[src/rtl/sysarr_buf_pkg.sv]
// Shared definitions for the systolic-array operand lane buffer.
// Latency: n/a (types and constants only).
// Backpressure: n/a.
package sysarr_buf_pkg;

   // Operating mode of the lane buffer, one operation per cycle.
   typedef enum logic [1:0] {
      MODE_IDLE  = 2'b00,
      MODE_LOAD  = 2'b01,
      MODE_DRAIN = 2'b10,
      MODE_FLUSH = 2'b11
   } mode_t;

   localparam int DEFAULT_DATA_W = 16;

endpackage

[src/rtl/lane_skew_delay.sv]
// Per-lane delay line of {valid, data} used to skew one lane of a row.
// Latency: DELAY cycles (DELAY=0 is a pure wire).
// Backpressure: none; shifts every cycle, cleared synchronously by rst or i_flush.
//
// Ports:
//   clk, rst   clock and synchronous active-high reset
//   i_flush    synchronous clear of every stage
//   i_vld      valid entering the line
//   i_dat      data entering the line
//   o_vld      valid leaving the line
//   o_dat      data leaving the line, forced to 0 when o_vld is low
module lane_skew_delay #(
   parameter int DATA_W = 16,
   parameter int DELAY  = 0
) (
   input  logic              clk,
   input  logic              rst,
   input  logic              i_flush,
   input  logic              i_vld,
   input  logic [DATA_W-1:0] i_dat,
   output logic              o_vld,
   output logic [DATA_W-1:0] o_dat
);

   generate
      if (DELAY == 0) begin : g_pass
         // The upstream stage-0 register already provides the clear,
         // so the control inputs have no work to do in this case.
         logic w_unused_ctrl;
         assign w_unused_ctrl = ^{clk, rst, i_flush};

         assign o_vld = i_vld;
         assign o_dat = i_vld ? i_dat : '0;
      end else begin : g_delay
         logic [DELAY-1:0] r_vld;
         logic [DATA_W-1:0] r_dat [DELAY];

         always_ff @(posedge clk) begin
            if (rst || i_flush) begin
               r_vld <= '0;
               for (int k = 0; k < DELAY; k++) begin
                  r_dat[k] <= '0;
               end
            end else begin
               r_vld[0] <= i_vld;
               r_dat[0] <= i_vld ? i_dat : '0;
               for (int k = 1; k < DELAY; k++) begin
                  r_vld[k] <= r_vld[k-1];
                  r_dat[k] <= r_dat[k-1];
               end
            end
         end

         assign o_vld = r_vld[DELAY-1];
         assign o_dat = r_vld[DELAY-1] ? r_dat[DELAY-1] : '0;
      end
   endgenerate

endmodule

[src/rtl/skewed_lane_buffer.sv]
// Multi-lane row FIFO feeding one edge of the systolic array, with per-lane skew.
// Latency: lane i shows a popped row 1+i edges after the pop (1 edge for all lanes when SKEW_EN=0).
// Backpressure: none; writes when full are dropped (sticky overflow), pops when empty bubble (sticky underflow).
//
// Ports:
//   clk, rst    clock and synchronous active-high reset (rst overrides mode)
//   mode        00 IDLE, 01 LOAD, 10 DRAIN, 11 FLUSH
//   in_valid    qualifies in_data in LOAD mode
//   in_data     input row, lane i at [i*DATA_W +: DATA_W]
//   out_data    skewed output row, same packing; invalid lanes read 0
//   out_valid   per-lane valid for out_data
//   full/empty  combinational from count
//   count       rows stored
//   overflow    sticky: write attempted while full
//   underflow   sticky: pop attempted while empty
module skewed_lane_buffer
   import sysarr_buf_pkg::*;
#(
   parameter int DATA_W    = DEFAULT_DATA_W,
   parameter int NUM_LANES = 4,
   parameter int DEPTH     = 8,
   parameter bit SKEW_EN   = 1'b1
) (
   input  logic                          clk,
   input  logic                          rst,
   input  logic [1:0]                    mode,
   input  logic                          in_valid,
   input  logic [NUM_LANES*DATA_W-1:0]   in_data,
   output logic [NUM_LANES*DATA_W-1:0]   out_data,
   output logic [NUM_LANES-1:0]          out_valid,
   output logic                          full,
   output logic                          empty,
   output logic [$clog2(DEPTH):0]        count,
   output logic                          overflow,
   output logic                          underflow
);

   localparam int AW    = $clog2(DEPTH);
   localparam int ROW_W = NUM_LANES * DATA_W;

   // Pointers wrap by comparison so DEPTH need not be a power of two.
   localparam logic [AW-1:0] LAST_PTR = AW'(DEPTH - 1);
   localparam logic [AW:0]   FULL_CNT = (AW + 1)'(DEPTH);

   function automatic logic [AW-1:0] f_next_ptr(input logic [AW-1:0] p);
      return (p == LAST_PTR) ? '0 : p + AW'(1);
   endfunction

   mode_t            w_mode;
   logic             w_flush;
   logic             w_full;
   logic             w_empty;
   logic             w_wr_req;
   logic             w_rd_req;
   logic             w_wr_en;
   logic             w_rd_en;

   logic [ROW_W-1:0] r_mem [DEPTH];
   logic [AW-1:0]    r_head;
   logic [AW-1:0]    r_tail;
   logic [AW:0]      r_count;
   logic             r_overflow;
   logic             r_underflow;

   // Common stage 0: the popped row (or a zero bubble) lands here at the pop edge.
   logic             r_s0_vld;
   logic [ROW_W-1:0] r_s0_dat;

   assign w_mode   = mode_t'(mode);
   assign w_flush  = (w_mode == MODE_FLUSH);
   assign w_full   = (r_count == FULL_CNT);
   assign w_empty  = (r_count == '0);
   assign w_wr_req = (w_mode == MODE_LOAD) && in_valid;
   assign w_rd_req = (w_mode == MODE_DRAIN);
   assign w_wr_en  = w_wr_req && !w_full;
   assign w_rd_en  = w_rd_req && !w_empty;

   // Row storage carries no reset; only the pointers define what is live.
   always_ff @(posedge clk) begin
      if (!rst && w_wr_en) begin
         r_mem[r_tail] <= in_data;
      end
   end

   always_ff @(posedge clk) begin
      if (rst || w_flush) begin
         r_head      <= '0;
         r_tail      <= '0;
         r_count     <= '0;
         r_overflow  <= 1'b0;
         r_underflow <= 1'b0;
         r_s0_vld    <= 1'b0;
         r_s0_dat    <= '0;
      end else begin
         // Anything other than a successful pop injects a bubble.
         r_s0_vld <= 1'b0;
         r_s0_dat <= '0;

         if (w_wr_req) begin
            if (w_full) begin
               r_overflow <= 1'b1;
            end else begin
               r_tail  <= f_next_ptr(r_tail);
               r_count <= r_count + 1'b1;
            end
         end

         if (w_rd_req) begin
            if (w_empty) begin
               r_underflow <= 1'b1;
            end else begin
               r_s0_vld <= 1'b1;
               r_s0_dat <= r_mem[r_head];
               r_head   <= f_next_ptr(r_head);
               r_count  <= r_count - 1'b1;
            end
         end
      end
   end

   // w_rd_en is folded into the stage-0 update above; kept for readability of intent.
   logic w_unused_rd_en;
   assign w_unused_rd_en = w_rd_en;

   genvar gi;
   generate
      for (gi = 0; gi < NUM_LANES; gi++) begin : g_lane
         localparam int LANE_DELAY = SKEW_EN ? gi : 0;

         lane_skew_delay #(
            .DATA_W (DATA_W),
            .DELAY  (LANE_DELAY)
         ) u_dly (
            .clk     (clk),
            .rst     (rst),
            .i_flush (w_flush),
            .i_vld   (r_s0_vld),
            .i_dat   (r_s0_dat[gi*DATA_W +: DATA_W]),
            .o_vld   (out_valid[gi]),
            .o_dat   (out_data[gi*DATA_W +: DATA_W])
         );
      end
   endgenerate

   assign full      = w_full;
   assign empty     = w_empty;
   assign count     = r_count;
   assign overflow  = r_overflow;
   assign underflow = r_underflow;

endmodule

[config.mk]
export PLATFORM = sky130hd
export DESIGN_NAME = skewed_lane_buffer
export DESIGN_NICKNAME = d
export VERILOG_FILES = /design/src/rtl/sysarr_buf_pkg.sv /design/src/rtl/lane_skew_delay.sv /design/src/rtl/skewed_lane_buffer.sv
export SDC_FILE = /design/constraint.sdc
export NUM_CORES = 1
export LEC_CHECK = 0
export CAP_MARGIN = 5
export CORE_MARGIN = 5
export CORE_UTILIZATION = 40
export DETAILED_ROUTE_END_ITERATION = 12
export GPL_TIMING_DRIVEN = 0
export PLACE_DENSITY = 0.56
export RECOVER_POWER = 25
export SLEW_MARGIN = 20
export SYNTH_ARGS = -nofsm -noshare
export SYNTH_HDL_FRONTEND = slang
export SYNTH_SLANG_ARGS = --single-unit
[constraint.sdc]
create_clock -name clk -period 13.51 [get_ports clk]
set_clock_uncertainty 0.05 [all_clocks]
set_input_delay 2.702 -clock clk [delete_from_list [all_inputs] [get_ports clk]]
set_output_delay 2.702 -clock clk [all_outputs]
set_load 0.05 [all_outputs]
==> metrics.yaml <==
synthesis:
  synth_top_family_by_area: "multiplexers"
  synthCells: 1191
  synth_fp_nets: 1266
  synthArstFlopShare: 0
  yosysWarningCount: 0
  seq_area_frac_synth: 0.780
  synth-xor-area-share: 0.000723
  synth_area_um2: 24200
  synth_seq_cells: 688
  synthAdderAreaFrac: 0.00310
  yosys.area_share.simple: 0.0525
  syn_avg_cell_area_um2: 20.3
  synth_flop_cell: "edfxtp_1"
  synth_compound_area_frac: 0.0290
  synth.distinct_cells: 41
  synth_edf_count: 512
  synth.mux.area_fraction: 0.119
clock_tree:
  post_cts_buffers: 0
  cts_hold_buffers: 0
  cts_buffer_depth: 3
  cts_made_buffers: 72
  cts.repair.resized: 0
  cts_tree: "done"
  clockRootBuffer: "clkbuf_16"
  cts_htree_levels: 3
  clock-sinks: 688
  clkLatencyLatePin_ps: 600
  path_clk_slew_ps: 60
floorplanning:
  rows: 90
  coreArea_um2: 60100
  die_w_um: 256
  die_height_um: 256
  ios: 145
  initial_utilization: 0.403
  die-area_um2: 65600
grt:
  antenna_found_initial: 16
  grt_pass1_vias: 12800
  track_usage: 0.166
  grt.overflow.total: 0
  grt_first_pass_wirelength_um: 82400
  grt_start_max_net_pins: 19
sta:
  fin_hold_ws_ps: 369
  slew_viol_final: 0
  fin_ws_ps: 7640
  max_freq_mhz: 170
  rsz0062_at_grt: "false"
  min_period_ps: 5870
  slew_headroom: 0.362
  finalSetupViolations: 0
  hold_violations: 0
  worst_slew_pin_slew_ps: 957
  finalCritPeriodShare: 0.434
finish:
  area_growth_pct: 23.4
  layout_common_cells: "edfxtp_1, dfxtp_1, mux4_2"
  instances_no_fill: 2327
  utilization: 0.497
  layout-drive-gt1-share: 0.231
  seq_area_um2: 18900
  multiInputGateArea_um2: 5010
  final_common_cell: "edfxtp_1"
  fill_cells: 4963
  nNetsFinal: 1560
placement:
  dp_cells: 2193
  dp_slack_ps: 7720
  port_buffers: 144
  dp_hpwl_um: 36300
  gp_congestion: 0.726
pwr:
  power.total_mw: 4.38
  p_leak_nw: 10.1
  ir_drop_mv: 0.0796
  power_density_nw_per_um2: 147
setup_path:
  cp.arrival_ps: 3110
  start_kind: "flop"
  required_ps: 10760
  critical_path.max_fanout: 10
  end_kind: "output pin"
  path_class: "flop to output pin"
drt:
  first_iter_violations: 844
  firstDrtPassIters: 5
  wirelength_um: 54700
  drc_errors: 0
  post_drt_wl_per_cell_um: 23.5
  postRouteAntennaNets: 0
  vias: 12100
  viasPerCell: 5.18
worst_hold_path:
  min_path_type: "flop to flop"
run_status:
  status: "finished clean"
job:
  max_cap_violations: 0
registers in the layout (all words and copies together) (netlist names):
signal                      flops
count                           4
g_lane.u_dly.g_delay.r_dat     96
g_lane.u_dly.g_delay.r_vld      3
overflow                        1
r_head                          3
r_mem                         512
r_s0_dat                       64
r_s0_vld                        1
r_tail                          3
underflow                       1
synth_stat cells (all sizes together), types with 3 or more instances:
cell / count / area [um2]
o21ai: 6 / 30.0
nor3: 4 / 20.0
nand2: 6 / 22.5
mux4: 128 / 2880
a21oi: 8 / 40.0
and2: 115 / 719
nand3: 5 / 25.0
ha: 6 / 75.1
and3: 48 / 300
edfxtp: 512 / 15400
clkbuf: 38 / 143
a22o: 64 / 561
nand3b: 3 / 22.5
inv: 4 / 15.0
nor2: 7 / 26.3
or3: 3 / 18.8
buf: 33 / 211
dfxtp: 176 / 3520
or4: 3 / 22.5
stage by stage:
stage	TNS (ps)	area [um2]
finish	0	29900
global route	0	29900
CTS	0	29900
detailed placement	0	27500
global placement	-774280	26600
floorplan	0	24200
cells by family (layout without fill, tap and decap cells):
group,after synthesis,after routing
simple gates,204,204
mux,129,129
fa+ha+maj,6,6
buf+inv,75,428
compound gates,87,87
flops,688,688
other cells,0,1
xor+xnor,2,2
final timing paths:
path / start / end / slack [ps] / depth (start not counted)
max: r_s0_vld / out_data[9] / 7640 / 4
min: g_lane[3].u_dly.g_delay.r_dat[0][18] / g_lane[3].u_dly.g_delay.r_dat[0][34] / 370 / 1
max reg2reg: count[0] / r_mem[1][7] / 10430 / 9
min reg2reg: g_lane[3].u_dly.g_delay.r_dat[0][18] / g_lane[3].u_dly.g_delay.r_dat[0][34] / 370 / 1
cell type report:
class	count	share of cell area
flip-flops and latches	688	0.632
inverters	4	0.000502
repair buffers	220	0.0735
plain buffers	71	0.0118
clock buffers	103	0.0711
clock inverters	30	0.0103
diodes	1	0.0000837
multi-input cells	428	0.168
well taps	782	0.0327
layer usage:
metal | wire, um | track usage | vias to the layer above
met5 | 39 | 0 | -
li1 | - | - | 5348
met2 | 26000 | 0.266 | 331
met4 | 1140 | 0.0450 | 6
met3 | 3210 | 0.0356 | 104
met1 | 24300 | 0.234 | 6272
worst max-delay path: stages, from the launching register on:
cell	delay, ps
dfxtp_1	350
clkbuf_1	600
clkbuf_1	500
and2_1	250
clkdlybuf4s50_1	810
power by group:
part	switching [mW]	internal [mW]
registers	0.00339	2.27
logic	0.0617	0.0426
clock network	0.789	1.21
(Power assumes the default switching activity.)
==> variant, RTL diff (same settings) <==
Compare `r_count` against `FULL_CNT` with >= in place of ==.
--- a/src/rtl/skewed_lane_buffer.sv
+++ b/src/rtl/skewed_lane_buffer.sv
@@ -69,5 +69,5 @@
    assign w_mode   = mode_t'(mode);
    assign w_flush  = (w_mode == MODE_FLUSH);
-   assign w_full   = (r_count == FULL_CNT);
+   assign w_full   = (r_count >= FULL_CNT);
    assign w_empty  = (r_count == '0);
    assign w_wr_req = (w_mode == MODE_LOAD) && in_valid;
Check against the original RTL: same outputs for any inputs over 4 cycles, from zero or initial values; that may be too few to reach the edited logic, so the function may still have changed.
==> variant against the original RTL <==
- sequential cell count unchanged
- critical endpoint is now out_data[14]
- fmax down 0.38%
- total power down 2.1%
- synthesized area up 0.22%
- worst setup slack worse by 22 ps
- via count down 4.0%
- critical path type unchanged
- final area down 0.66%
- wire length down 3.8%
==> variant: results <==
group,metric,value,unit
cts,clk_latency,580,ps
global_route,grt_max_degree,20,
finish,drive_gt1_share,21.4,%
finish,fin_nets,1523,
global_route,grt_usage,16.0,%
finish,multi_input_area_share,16.9,%
power,power_leakage,9.88,nW
finish,multi_input_gates,426,
finish,num-nonclk-inverters,3,
power,ir_drop,88.4,uV
outcome,outcome,"complete, no violations",
finish,fillers,4863,
detailed_routing,wl_met2,26500,um
finish,clk_share,7.55,%
setup_path,cpPeakStageDelay,830,ps
worst_hold_path,hp-class,"reg2reg",
placement,io_buffers,142,
placement,place_area,27400,um2
finish,clkbuf_count,107,
cts,cts_made_buffers,69,
placement,hpwl,34400,um
sta,worst_pin_slew,991,ps
detailed_routing,wl_met3,3200,um
power,power.switching,0.000832,W
global_route,antenna_found_initial,21,
detailed_routing,met1_length,21800,um
finish,largestRegisters,"r_mem x512, g_lane.u_dly.g_delay.r_dat x96, r_s0_dat x64",
detailed_routing,vias_per_cell,5.06,
placement,gp_congestion,0.686,
cts,clockRootBuffer,"clkbuf_16",
detailed_routing,finalWirelength,52600,um
global_route,grt_pass1_wl,79200,um
finish,buffer_area_share,8.55,%
finish,signal_buffers,260,
detailed_routing,drt-initial-drc-count,761,
finish,diodes,6,
setup_path,crit_arrival,3140,ps
detailed_routing,first_pass_iters,6,
global_route,grt_pass1_vias,12200,
finish,fin_util,49.3,%
logic_synthesis,ys_top_cells_by_area,"edfxtp_1, dfxtp_1, mux4_2, and2_1, a22o_1",
finish,sh_seq_area,63.7,%
==> variant: logic make-up after synthesis <==
| group | synth area share, % |
|---|---|
| AND/OR/NAND/NOR | 5.29 |
| AO/OA/AOI/OAI | 2.80 |
| buffers and inverters | 1.78 |
| multiplexers | 12.0 |
| XOR/XNOR | 0.0361 |
| adder cells (fa/ha/maj) | 0.309 |
| flip-flops | 77.8 |
==> variant: metal layers <==
metal | global-route usage [%] | up-vias
met3 | 3.53 | 76
met4 | 4.65 | 8
li1 | - | 5263
met1 | 21.1 | 5929
met2 | 26.9 | 305
met5 | 0 | -
==> variant: power groups by stage <==
stage               Clock, W  Combinational (W)  Sequential, W
detailed placement         0           0.000139        0.00233
CTS                  0.00192           0.000140        0.00228
global route         0.00201           0.000146        0.00228
floorplan                  0          0.0000684        0.00233
global placement           0           0.000134        0.00233
finish               0.00187           0.000134        0.00228
==> variant: stage by stage <==
stage | cells | setup WS, ps
final | 2290 | 7620
after global routing | 2286 | 7400
after CTS | 2284 | 7530
after detailed placement | 2159 | 7720
after global placement | 2115 | -309
after floorplan | 1191 | 5310
==> variant: worst reg2reg max path: stages, from the launching register on <==
cell	delay (ps)
dfxtp_1	390
nor2_1	170
nand3b_1	310
nor3_2	580
buf_4	320
buf_4	200
buf_4	200
buf_4	180
==> variant: path summary, 6_finish.rpt <==
path                                                             end  depth (start not counted)                            startpoint  slack, ps
worst max-delay path                                    out_data[14]                          4                              r_s0_vld       7620
worst min-delay path            g_lane[3].u_dly.g_delay.r_dat[0][39]                          1  g_lane[3].u_dly.g_delay.r_dat[0][23]        370
worst max register to register                          r_mem[0][26]                          7                              count[3]      10800
worst min register to register  g_lane[3].u_dly.g_delay.r_dat[0][39]                          1  g_lane[3].u_dly.g_delay.r_dat[0][23]        370
